**config.mk**
```make
export PLATFORM = sky130hd
export DESIGN_NAME = vector_issue_sequencer
export DESIGN_NICKNAME = d
export VERILOG_FILES = /design/src/rtl/vector_issue_sequencer.sv
export SDC_FILE = /design/constraint.sdc
export NUM_CORES = 1
export LEC_CHECK = 0
export CAP_MARGIN = 15
export CORE_UTILIZATION = 48
export DETAILED_ROUTE_END_ITERATION = 8
export PLACE_DENSITY = 0.94
export REMOVE_ABC_BUFFERS = 1
export SLEW_MARGIN = 15
export SYNTH_ARGS = -nofsm -noshare
export SYNTH_HDL_FRONTEND = slang
export SYNTH_SLANG_ARGS = --single-unit
```
**constraint.sdc**
```tcl
create_clock -name clk -period 4.9 [get_ports clk]
set_input_delay 0.98 -clock clk [delete_from_list [all_inputs] [get_ports clk]]
set_output_delay 0.98 -clock clk [all_outputs]
set_load 0.01 [all_outputs]
```
**src/rtl/vector_issue_sequencer.sv**
```systemverilog
// Replays one captured vector instruction to the decoder once per element,
// pacing each element by functional-unit class (single-cycle, multi-cycle, memory).
module vector_issue_sequencer #(
  parameter int VLEN   = 8,
  parameter int MC_LAT = 3,
  parameter int IDXW   = $clog2(VLEN)
) (
  input  logic            clk,
  input  logic            reset,
  input  logic [31:0]     instr_in,
  input  logic            instr_in_valid,
  output logic            instr_in_ready,
  output logic [31:0]     instr_out,
  output logic            instr_out_valid,
  output logic [IDXW-1:0] element_idx,
  output logic            mem_req,
  input  logic            mem_ack,
  output logic            busy,
  output logic            done,
  output logic            illegal_op
);

  typedef enum logic [2:0] {S_IDLE, S_ISSUE, S_WAIT_MC, S_WAIT_MEM, S_DONE} state_t;
  typedef enum logic [1:0] {C_ILL, C_SC, C_MC, C_MEM} cls_t;

  function automatic cls_t decode(input logic [4:0] op);
    case (op)
      5'b00000, 5'b00001: decode = C_MEM;
      5'b00010, 5'b00011, 5'b00110, 5'b01001, 5'b01010, 5'b01011, 5'b01100,
      5'b01101, 5'b01110, 5'b01111, 5'b10001, 5'b10010, 5'b10100, 5'b10111,
      5'b11000: decode = C_SC;
      5'b00100, 5'b00101, 5'b00111, 5'b01000, 5'b10000: decode = C_MC;
      default: decode = C_ILL;
    endcase
  endfunction

  state_t            state_q, state_d;
  cls_t              cls_q, cls_d;
  logic [31:0]       instr_q, instr_d;
  logic [IDXW-1:0]   idx_q, idx_d;
  logic [3:0]        cnt_q, cnt_d;
  logic              ack_pend_q, ack_pend_d;
  logic              out_valid_q, out_valid_d;
  logic              mem_req_q, mem_req_d;
  logic              busy_q, busy_d;
  logic              done_q, done_d;
  logic              illegal_q, illegal_d;
  logic              adv, last;
  cls_t              in_cls;

  assign last   = (idx_q == IDXW'(VLEN - 1));
  assign in_cls = decode(instr_in[31:27]);

  always_comb begin
    state_d    = state_q;
    cls_d      = cls_q;
    instr_d    = instr_q;
    idx_d      = idx_q;
    cnt_d      = cnt_q;
    ack_pend_d = ack_pend_q;
    illegal_d  = 1'b0;
    adv        = 1'b0;
    case (state_q)
      S_IDLE: if (instr_in_valid) begin
        // Illegal opcodes are consumed without disturbing the decoder-facing copy.
        if (in_cls == C_ILL) illegal_d = 1'b1;
        else begin
          instr_d = instr_in;
          cls_d   = in_cls;
          idx_d   = '0;
          state_d = S_ISSUE;
        end
      end
      S_ISSUE: case (cls_q)
        C_SC:  adv = 1'b1;
        C_MC:  begin cnt_d = 4'(MC_LAT - 1); state_d = S_WAIT_MC; end
        C_MEM: begin ack_pend_d = mem_ack; state_d = S_WAIT_MEM; end
        default: state_d = S_IDLE;
      endcase
      S_WAIT_MC: begin
        cnt_d = cnt_q - 4'd1;
        if (cnt_d == 4'd0) adv = 1'b1;
      end
      // An ack seen during ISSUE is remembered so every element still costs >= 2 cycles.
      S_WAIT_MEM: if (mem_ack || ack_pend_q) begin
        ack_pend_d = 1'b0;
        adv        = 1'b1;
      end
      S_DONE:  state_d = S_IDLE;
      default: state_d = S_IDLE;
    endcase
    if (adv) begin
      if (last) state_d = S_DONE;
      else begin
        idx_d   = idx_q + 1'b1;
        state_d = S_ISSUE;
      end
    end
    out_valid_d = (state_d == S_ISSUE);
    mem_req_d   = (state_d == S_ISSUE && cls_d == C_MEM) ||
                  (state_d == S_WAIT_MEM && !ack_pend_d);
    busy_d      = (state_d != S_IDLE);
    done_d      = (state_d == S_DONE);
  end

  always_ff @(posedge clk or posedge reset) begin
    if (reset) begin
      state_q     <= S_IDLE;
      cls_q       <= C_ILL;
      instr_q     <= '0;
      idx_q       <= '0;
      cnt_q       <= '0;
      ack_pend_q  <= 1'b0;
      out_valid_q <= 1'b0;
      mem_req_q   <= 1'b0;
      busy_q      <= 1'b0;
      done_q      <= 1'b0;
      illegal_q   <= 1'b0;
    end else begin
      state_q     <= state_d;
      cls_q       <= cls_d;
      instr_q     <= instr_d;
      idx_q       <= idx_d;
      cnt_q       <= cnt_d;
      ack_pend_q  <= ack_pend_d;
      out_valid_q <= out_valid_d;
      mem_req_q   <= mem_req_d;
      busy_q      <= busy_d;
      done_q      <= done_d;
      illegal_q   <= illegal_d;
    end
  end

  assign instr_in_ready  = (state_q == S_IDLE) && !reset;
  assign instr_out       = instr_q;
  assign instr_out_valid = out_valid_q;
  assign element_idx     = idx_q;
  assign mem_req         = mem_req_q;
  assign busy            = busy_q;
  assign done            = done_q;
  assign illegal_op      = illegal_q;

endmodule
```
==> results of run 1 <==
per-stage QoR:
step                utilization, %  std cells
global placement              68.8        301
CTS                           71.2        309
finish                        71.2        309
global route                  71.2        309
detailed placement            68.8        301
floorplan                        -        172
layout make-up:
class / instances / share of cell area [%]
clock inverter: 1 / 0.955
sequential: 50 / 39.8
timing repair buffer: 77 / 24.8
tap: 52 / 2.07
clock buffer: 7 / 2.43
inverter: 9 / 1.07
multi-input combinational: 113 / 28.8
per-layer routing:
layer / share of wire, % / GRT usage, % / up-vias / wire [µm]
met2: 53 / 33.9 / 59 / 2400
met4: 0.75 / 7.78 / 0 / 34
met3: 5.8 / 4.33 / 2 / 264
met5: 0 / 0 / - / 0
met1: 41 / 24.0 / 800 / 1850
li1: - / - / 777 / -
power breakdown:
part | switching [mW] | internal [mW] | total, mW
sequential | 0.126 | 0.601 | 0.727
clock | 0.124 | 0.153 | 0.277
combinational | 0.347 | 0.528 | 0.875
sequential cells by signal, summed over array words and instances, names as in the netlist, 2 cells and up:
| register | cells |
|---|---|
| cnt_q | 4 |
| state_q | 3 |
| element_idx | 3 |
| cls_q | 2 |
| instr_out | 32 |
synth_stat cells, drive strengths merged (2+ instances only):
master / count
dfrtp: 50
mux2: 31
nand2: 16
nor2: 10
inv: 9
o21ai: 9
ha: 7
buf: 6
a21oi: 5
nor3: 4
a21o: 3
o211ai: 3
a31oi: 2
and2: 2
nand2b: 2
nor3b: 2
nor4b: 2
xnor2: 2
kinds of logic after synthesis:
| group | synth area share, % |
|---|---|
| multiplexers | 18.0 |
| adder cells (fa/ha/maj) | 3.90 |
| XOR/XNOR | 0.781 |
| AO/OA/AOI/OAI | 7.41 |
| AND/OR/NAND/NOR | 10.3 |
| flip-flops | 55.7 |
| buffers and inverters | 3.85 |
worst max-delay path, cell delays in order:
cell	delay, ns
clkdlybuf4s50_1	0.45
inv_1	0.07
ha_1	0.19
or4b_1	0.49
o211ai_1	0.10
or3_4	0.16
a21o_1	0.52
buf_12	0.27
o21a_1	0.20
o211ai_1	0.13
how the worst max path moves through the flow:
stage,start,to,slack (ns),cells after the start
after detailed placement,instr_in[27],instr_out[4],1.16,9
after floorplan,instr_in[27],instr_out[10],1.49,7
final,instr_in[27],busy,1.47,10
after global routing,instr_in[27],busy,1.32,10
after global placement,instr_in[27],instr_out[3],1.22,9
after CTS,instr_in[27],instr_out[16],1.48,9
==> flow_summary.ini, run 1 <==
[finish]
antenna_cells = 0
syn2layout_area_growth_pct = 40.1
drive_gt1_share_pct = 16.0
final_nets = 299
regArea_um2 = 1250
layout_commonest_cell = clkdlybuf4s50_1
fillers = 320
final_cell_mix = 76 x clkdlybuf4s50_1, 50 x dfrtp_1, 19 x mux2_2
multiInputGateArea_um2 = 907
final_area_um2 = 3140

[min_path]
hold_path.startpoint = instr_out[28]
min_path_type = reg2reg
min_to = instr_out[28]
worstHoldPathCells = 2

[cts]
hold_buffers = 0
cts_tree = built
clkTransAtPathRegs_ns = 0.08
cts_made_buffers = 5
cts_root_buffer = clkbuf_8
cts_setup_buffers = 0
ctsResizeCount = 0
clock_latency_ns = 0.29
cts.sink_count = 50
cts_max_path_buffers = 2
htreeDepth = 2

[yosys]
synth_cell_types = 34
seq_area_frac_synth_pct = 55.7
ys_warn_count = 0
synth_edf_count = 0
yosysTopAreaCell = dfrtp_1
syn-mean-instance-area_um2 = 12.5
synthArstFlopShare_pct = 100
synth_top_flop_cell = dfrtp_1
netlist_area_um2 = 2240
synth_top_area_share_pct = 55.7
ys_ff_latch = 50
syn_inst = 179
yosys-top-cells-area = dfrtp_1 56%, mux2_2 9.5%, mux2_4 8.0%, ha_1 3.9%, nand2_1 2.7%

[worst_setup_path]
critPathArrivalTime_ns = 3.58
setup.worst_path.class = in2reg
cp-start-kind = primary input
r2r_setup_slack_ns = 2.67
reg2regPathDepth = 6
r2r_start = state_q[1]
cp.required_ns = 5.05
cp_max_fo = 24
r2r-end = element_idx[0]
worst_setup_path_end_kind = register

[floorplanning]
die_area_um2 = 4950
coreArea_um2 = 4410
chipHeight_um = 70.4
io_pins = 77
start_util_pct = 50.9
die_w_um = 70.4
rows = 24

[timing]
hold_ws_ns = 0.497
slew_violations = 0
worst_pin_slew_ns = 0.988
finalCritPeriodShare_pct = 70.0
setup_violations = 0
max_freq_mhz = 292
fin_setup_tns_ns = 0
relSlewSlack_pct = 34.0
setup_slack_ns = 1.47
fin_crit_ns = 3.43
skew_ns = 0.00135
rsz0062_at_grt = no
finalHoldViolations = 0

[detailed_routing]
routed_wl_um = 4550
drtAntennaViolNets = 0
drtIter0Drc = 132
first_pass_iters = 5
route.vias.total = 1638
wire_per_inst_um = 14.7
via_per_inst = 5.30
drc = 0

[global_route]
grt_first_pass_wirelength_um = 7690
grt_pass1_vias = 1663
antenna_found_initial = 0
track_usage_pct = 19.7
grt_overflow_total = 0
grt_max_degree = 51

[place]
dpl.hpwl_um = 3320
pre_cts_ws_ns = 1.16
port_buffers = 76
dpl-instance-area_um2 = 3040
gp_congestion = 0.768

[power_and_ir_drop]
peakVddDrop_mv = 0.309
power_leakage_nw = 1.40
power_mw = 1.88
powerDensity_nw_per_um2 = 598

[status]
outcome = finished, final reports clean

[run]
maxCapViolCount = 0
No activity file was read; power rests on OpenSTA's default activity.
==> inputs of run 2 (changes only) <==
--- a/config.mk
+++ b/config.mk
@@ -6,9 +6,9 @@
 export NUM_CORES = 1
 export LEC_CHECK = 0
 export CAP_MARGIN = 15
-export CORE_UTILIZATION = 48
+export CORE_UTILIZATION = 45
 export DETAILED_ROUTE_END_ITERATION = 8
-export PLACE_DENSITY = 0.94
+export PLACE_DENSITY = 0.89
 export REMOVE_ABC_BUFFERS = 1
 export SLEW_MARGIN = 15
 export SYNTH_ARGS = -nofsm -noshare
==> constraint.sdc (replaced) <==
create_clock -name clk -period 3.2 [get_ports clk]
set_input_delay 0.64 -clock clk [delete_from_list [all_inputs] [get_ports clk]]
set_output_delay 0.64 -clock clk [all_outputs]
set_load 0.01 [all_outputs]
==> flow_summary.ini, run 2 (synthesis gave the netlist of run 1 again) <==
[timing]
fin_setup_tns_ns = 0
skew_ns = 0.0102
relSlewSlack_pct = 63.0
max_freq_mhz = 364
rsz0062_at_grt = no
finalHoldViolations = 0
slew_violations = 0
worst_pin_slew_ns = 0.554
finalCritPeriodShare_pct = 85.9
fin_crit_ns = 2.75
setup_violations = 0

[detailed_routing]
via_per_inst = 4.99
drtIter0Drc = 113
first_pass_iters = 4
route.vias.total = 1621
drc = 0
drtAntennaViolNets = 0
wire_per_inst_um = 13.7
routed_wl_um = 4460

[finish]
layout_commonest_cell = clkdlybuf4s50_1
antenna_cells = 0
final_nets = 300
drive_gt1_share_pct = 16.7
fin_util_pct = 66.3
final_cell_mix = 76 x clkdlybuf4s50_1, 50 x dfrtp_1, 19 x mux2_2
syn2layout_area_growth_pct = 40.4
largest_reg_flops = 32
final_area_um2 = 3150
instances_no_fill = 325

[power_and_ir_drop]
peakVddDrop_mv = 0.528
power_leakage_nw = 1.40
powerDensity_nw_per_um2 = 888
power_mw = 2.80

[global_route]
gr-max-usage-layer = met2
track_usage_pct = 18.6
use_met3_pct = 4.14
antenna_found_initial = 0
grt_first_pass_wirelength_um = 7550
grt_max_degree = 39
grt_overflow_total = 0
grt_pass1_vias = 1670
grt_util_met1_pct = 23.7
grt_util_met2_pct = 30.8

[floorplanning]
start_util_pct = 47.2
chipHeight_um = 72.6
coreArea_um2 = 4750
die_w_um = 72.6
die_area_um2 = 5270
io_pins = 77
rows = 25

[cts]
clock_latency_ns = 0.30
hold_buffers = 0
cts_setup_buffers = 0
cts.sink_count = 50
htreeDepth = 2
clkTransAtPathRegs_ns = 0.09
cts_root_buffer = clkbuf_8
cts_made_buffers = 5
cts_max_path_buffers = 2
cts_tree = built
ctsResizeCount = 0

[worst_setup_path]
reg2regPathDepth = 6
cp.required_ns = 3.39
cp-start-kind = primary input
worst_setup_path_end_kind = register
critPathArrivalTime_ns = 2.94
r2r_start = state_q[1]
setup.worst_path.class = in2reg
cp_max_fo = 38
critPathLaunch = instr_in[28]

[place]
port_buffers = 76
dpl.cell_count = 317
dpl.hpwl_um = 3370
dpl-instance-area_um2 = 3060
gp_congestion = 0.854

[min_path]
hold_path.startpoint = instr_out[28]
min_path_type = reg2reg
worstHoldPathCells = 2

[run]
maxCapViolCount = 0

[status]
outcome = finished, final reports clean
run 2: changes by cell type in the layout (fill, tap and decap cells not counted), sizes merged:
cell,change
clkinv,+2
buf,+1
bufinv,-1
clkbuf,-1
run 2: metrics by stage:
stage	worst slack [ns]	hold WS [ns]
floorplan	0.130	0.492
global placement	0.205	0.482
detailed placement	0.142	0.475
CTS	0.459	0.509
global route	0.343	0.534
finish	0.450	0.502
run 2: report_power, final:
group          switching (mW)  leakage (nW)  total, mW  internal, mW
Sequential              0.193         0.608       1.11         0.921
Clock                   0.203        0.0452      0.358         0.155
Combinational           0.518         0.748       1.33         0.808
Total                   0.915          1.40       2.80          1.88
run 2: metal layers:
layer | wire length [µm] | part of all wire [%] | up-vias
met5 | 0 | 0 | -
met2 | 2260 | 51 | 51
met4 | 59 | 1.3 | 0
met1 | 1940 | 44 | 787
li1 | - | - | 777
met3 | 193 | 4.3 | 6
run 2: path summary, 6_finish.rpt:
kind	slack, ns	to
max	0.45	instr_out[0]
min	0.50	instr_out[28]
max reg2reg	1.00	element_idx[0]
min reg2reg	0.50	instr_out[28]
max in group asynchronous	1.78	instr_out[21]
min in group asynchronous	0.69	instr_out[29]
run 2: worst max-delay path, stage by stage:
cell and delay [ns]:
clkdlybuf4s50_1 0.53, inv_1 0.08, ha_1 0.30, o211ai_1 0.16, o211ai_1 0.11, or3_4 0.41, a21o_1 0.20, buf_12 0.19
mux2_4 0.31
run 2: cell type report:
cell class | count | area (µm²)
clock buffers | 6 | 72.6
clock inverters | 2 | 13.8
fillers | 366 | 1600
inverters | 9 | 33.8
multi-input cells | 113 | 907
flip-flops and latches | 50 | 1250
well taps | 67 | 83.8
repair buffers | 78 | 788
==> inputs of run 3 (changes only) <==
--- a/config.mk
+++ b/config.mk
@@ -6,9 +6,10 @@
 export NUM_CORES = 1
 export LEC_CHECK = 0
 export CAP_MARGIN = 15
-export CORE_UTILIZATION = 45
+export CORE_ASPECT_RATIO = 0.5
+export CORE_UTILIZATION = 30
 export DETAILED_ROUTE_END_ITERATION = 8
-export PLACE_DENSITY = 0.89
+export PLACE_DENSITY = 0.67
 export REMOVE_ABC_BUFFERS = 1
 export SLEW_MARGIN = 15
 export SYNTH_ARGS = -nofsm -noshare
==> flow_summary.ini, run 3 (synthesis gave the netlist of run 1 again) <==
[status]
outcome = finished, final reports clean

[floorplanning]
die_w_um = 124
die_area_um2 = 7850
io_pins = 77
chipHeight_um = 63.2
coreArea_um2 = 6960
rows = 21
start_util_pct = 32.2

[place]
port_buffers = 76
gp_congestion = 0.811
dpl.hpwl_um = 3550
pre_cts_ws_ns = 0.110
dpl-instance-area_um2 = 3100

[min_path]
worstHoldPathCells = 2
min_to = instr_out[28]
min_path_type = reg2reg
hold_path.startpoint = instr_out[28]

[cts]
cts_made_buffers = 5
clock_latency_ns = 0.28
ctsResizeCount = 0
cts_root_buffer = clkbuf_16
cts_tree = built
htreeDepth = 2
clkTransAtPathRegs_ns = 0.06
hold_buffers = 0
cts_setup_buffers = 0
cts.sink_count = 50
cts_max_path_buffers = 2

[timing]
hold_ws_ns = 0.498
finalCritPeriodShare_pct = 87.2
setup_violations = 0
fin_crit_ns = 2.79
skew_ns = 0.00403
worst_pin_slew_ns = 0.562
fin_setup_tns_ns = 0
slew_violations = 0
setup_slack_ns = 0.410
finalHoldViolations = 0
rsz0062_at_grt = no
relSlewSlack_pct = 62.6
max_freq_mhz = 358

[worst_setup_path]
r2r_setup_slack_ns = 0.99
crit_chain = clkdlybuf4s50_1 -> inv_1 -> ha_1 -> o211ai_1 -> o211ai_1 -> or3_4 -> a21o_1 -> buf_12 -> mux2_4
cp_slowest_cell = clkdlybuf4s50_1
critPathArrivalTime_ns = 2.95
worstPathBufferInverterCount = 3
crit_top_cell = o211ai_1
cp-start-kind = primary input
worst_setup_path_end_kind = register
slowest_delay_ns = 0.55
crit_family = buffers and inverters
r2r-end = element_idx[0]
cp_max_fo = 38
reg2regPathDepth = 6
r2r_start = state_q[1]
setup.worst_path.class = in2reg
cp.required_ns = 3.36

[detailed_routing]
route.vias.total = 1594
routed_wl_um = 4800
drtIter0Drc = 64
drtAntennaViolNets = 0
via_per_inst = 4.57
wire_per_inst_um = 13.8
drc = 0
first_pass_iters = 5

[finish]
syn2layout_area_growth_pct = 45.4
antenna_cells = 0
drive_gt1_share_pct = 16.7
fin_util_pct = 46.9
final_nets = 300
layout_commonest_cell = clkdlybuf4s50_1
final_cell_mix = 76 x clkdlybuf4s50_1, 50 x dfrtp_1, 19 x mux2_2
final_area_um2 = 3260
largest_reg_flops = 32

[global_route]
grt_max_degree = 46
track_usage_pct = 12.5
grt_pass1_vias = 1533
antenna_found_initial = 0
grt_first_pass_wirelength_um = 7880
grt_overflow_total = 0

[power_and_ir_drop]
peakVddDrop_mv = 0.317
powerDensity_nw_per_um2 = 933
power_leakage_nw = 1.44

[run]
maxCapViolCount = 0
run 3: changes by cell type in the layout (fill, tap and decap cells not counted):
cell,change
clkbuf_16,+5
clkinv_4,-1
clkbuf_1,-1
clkbuf_8,-4
bufinv_16,+1
clkinv_2,-1
run 3: metrics by stage:
step	power [mW]	cells
3_5_place_dp	2.47	342
3_3_place_gp	2.44	342
2_1_floorplan	1.78	172
5_1_grt	3.25	349
6_report	3.05	349
4_1_cts	3.08	349
run 3: layout make-up:
cell class              count  area, µm²
clock buffers               6        139
inverters                   9       33.8
fillers                   615       3700
clock inverters             1       30.0
multi-input cells         113        907
repair buffers             78        788
flip-flops and latches     50       1250
well taps                  92        115
run 3: per-layer routing:
layer	up-vias	wire length [µm]	GRT usage (%)
li1	775	-	-
met3	2	110	2.04
met4	0	19	3.16
met2	21	2550	21.5
met1	796	2120	16.4
met5	-	0	0
run 3: worst max path at each step:
stage | slack [ns] | cells after the start | endpoint | start
after detailed placement | 0.11 | 9 | instr_out[23] | instr_in[28]
after global routing | 0.31 | 9 | instr_out[24] | instr_in[28]
final | 0.41 | 9 | instr_out[24] | instr_in[28]
after CTS | 0.41 | 9 | instr_out[31] | instr_in[28]
after global placement | 0.19 | 9 | instr_out[18] | instr_in[27]
after floorplan | 0.13 | 7 | instr_out[10] | instr_in[27]
run 3: worst reg2reg max path, stage by stage, from the launching register on:
cell,delay [ns]
dfrtp_1,0.49
nor3b_1,0.42
nand3_1,0.18
o32ai_1,0.31
and2b_1,0.30
a31oi_1,0.10
mux2_2,0.29
run 3: report_power, final:
group | switching (mW) | leakage, nW | total, mW | internal [mW]
combinational | 0.527 | 0.748 | 1.33 | 0.807
clock | 0.212 | 0.0829 | 0.597 | 0.386
sequential | 0.192 | 0.608 | 1.12 | 0.924
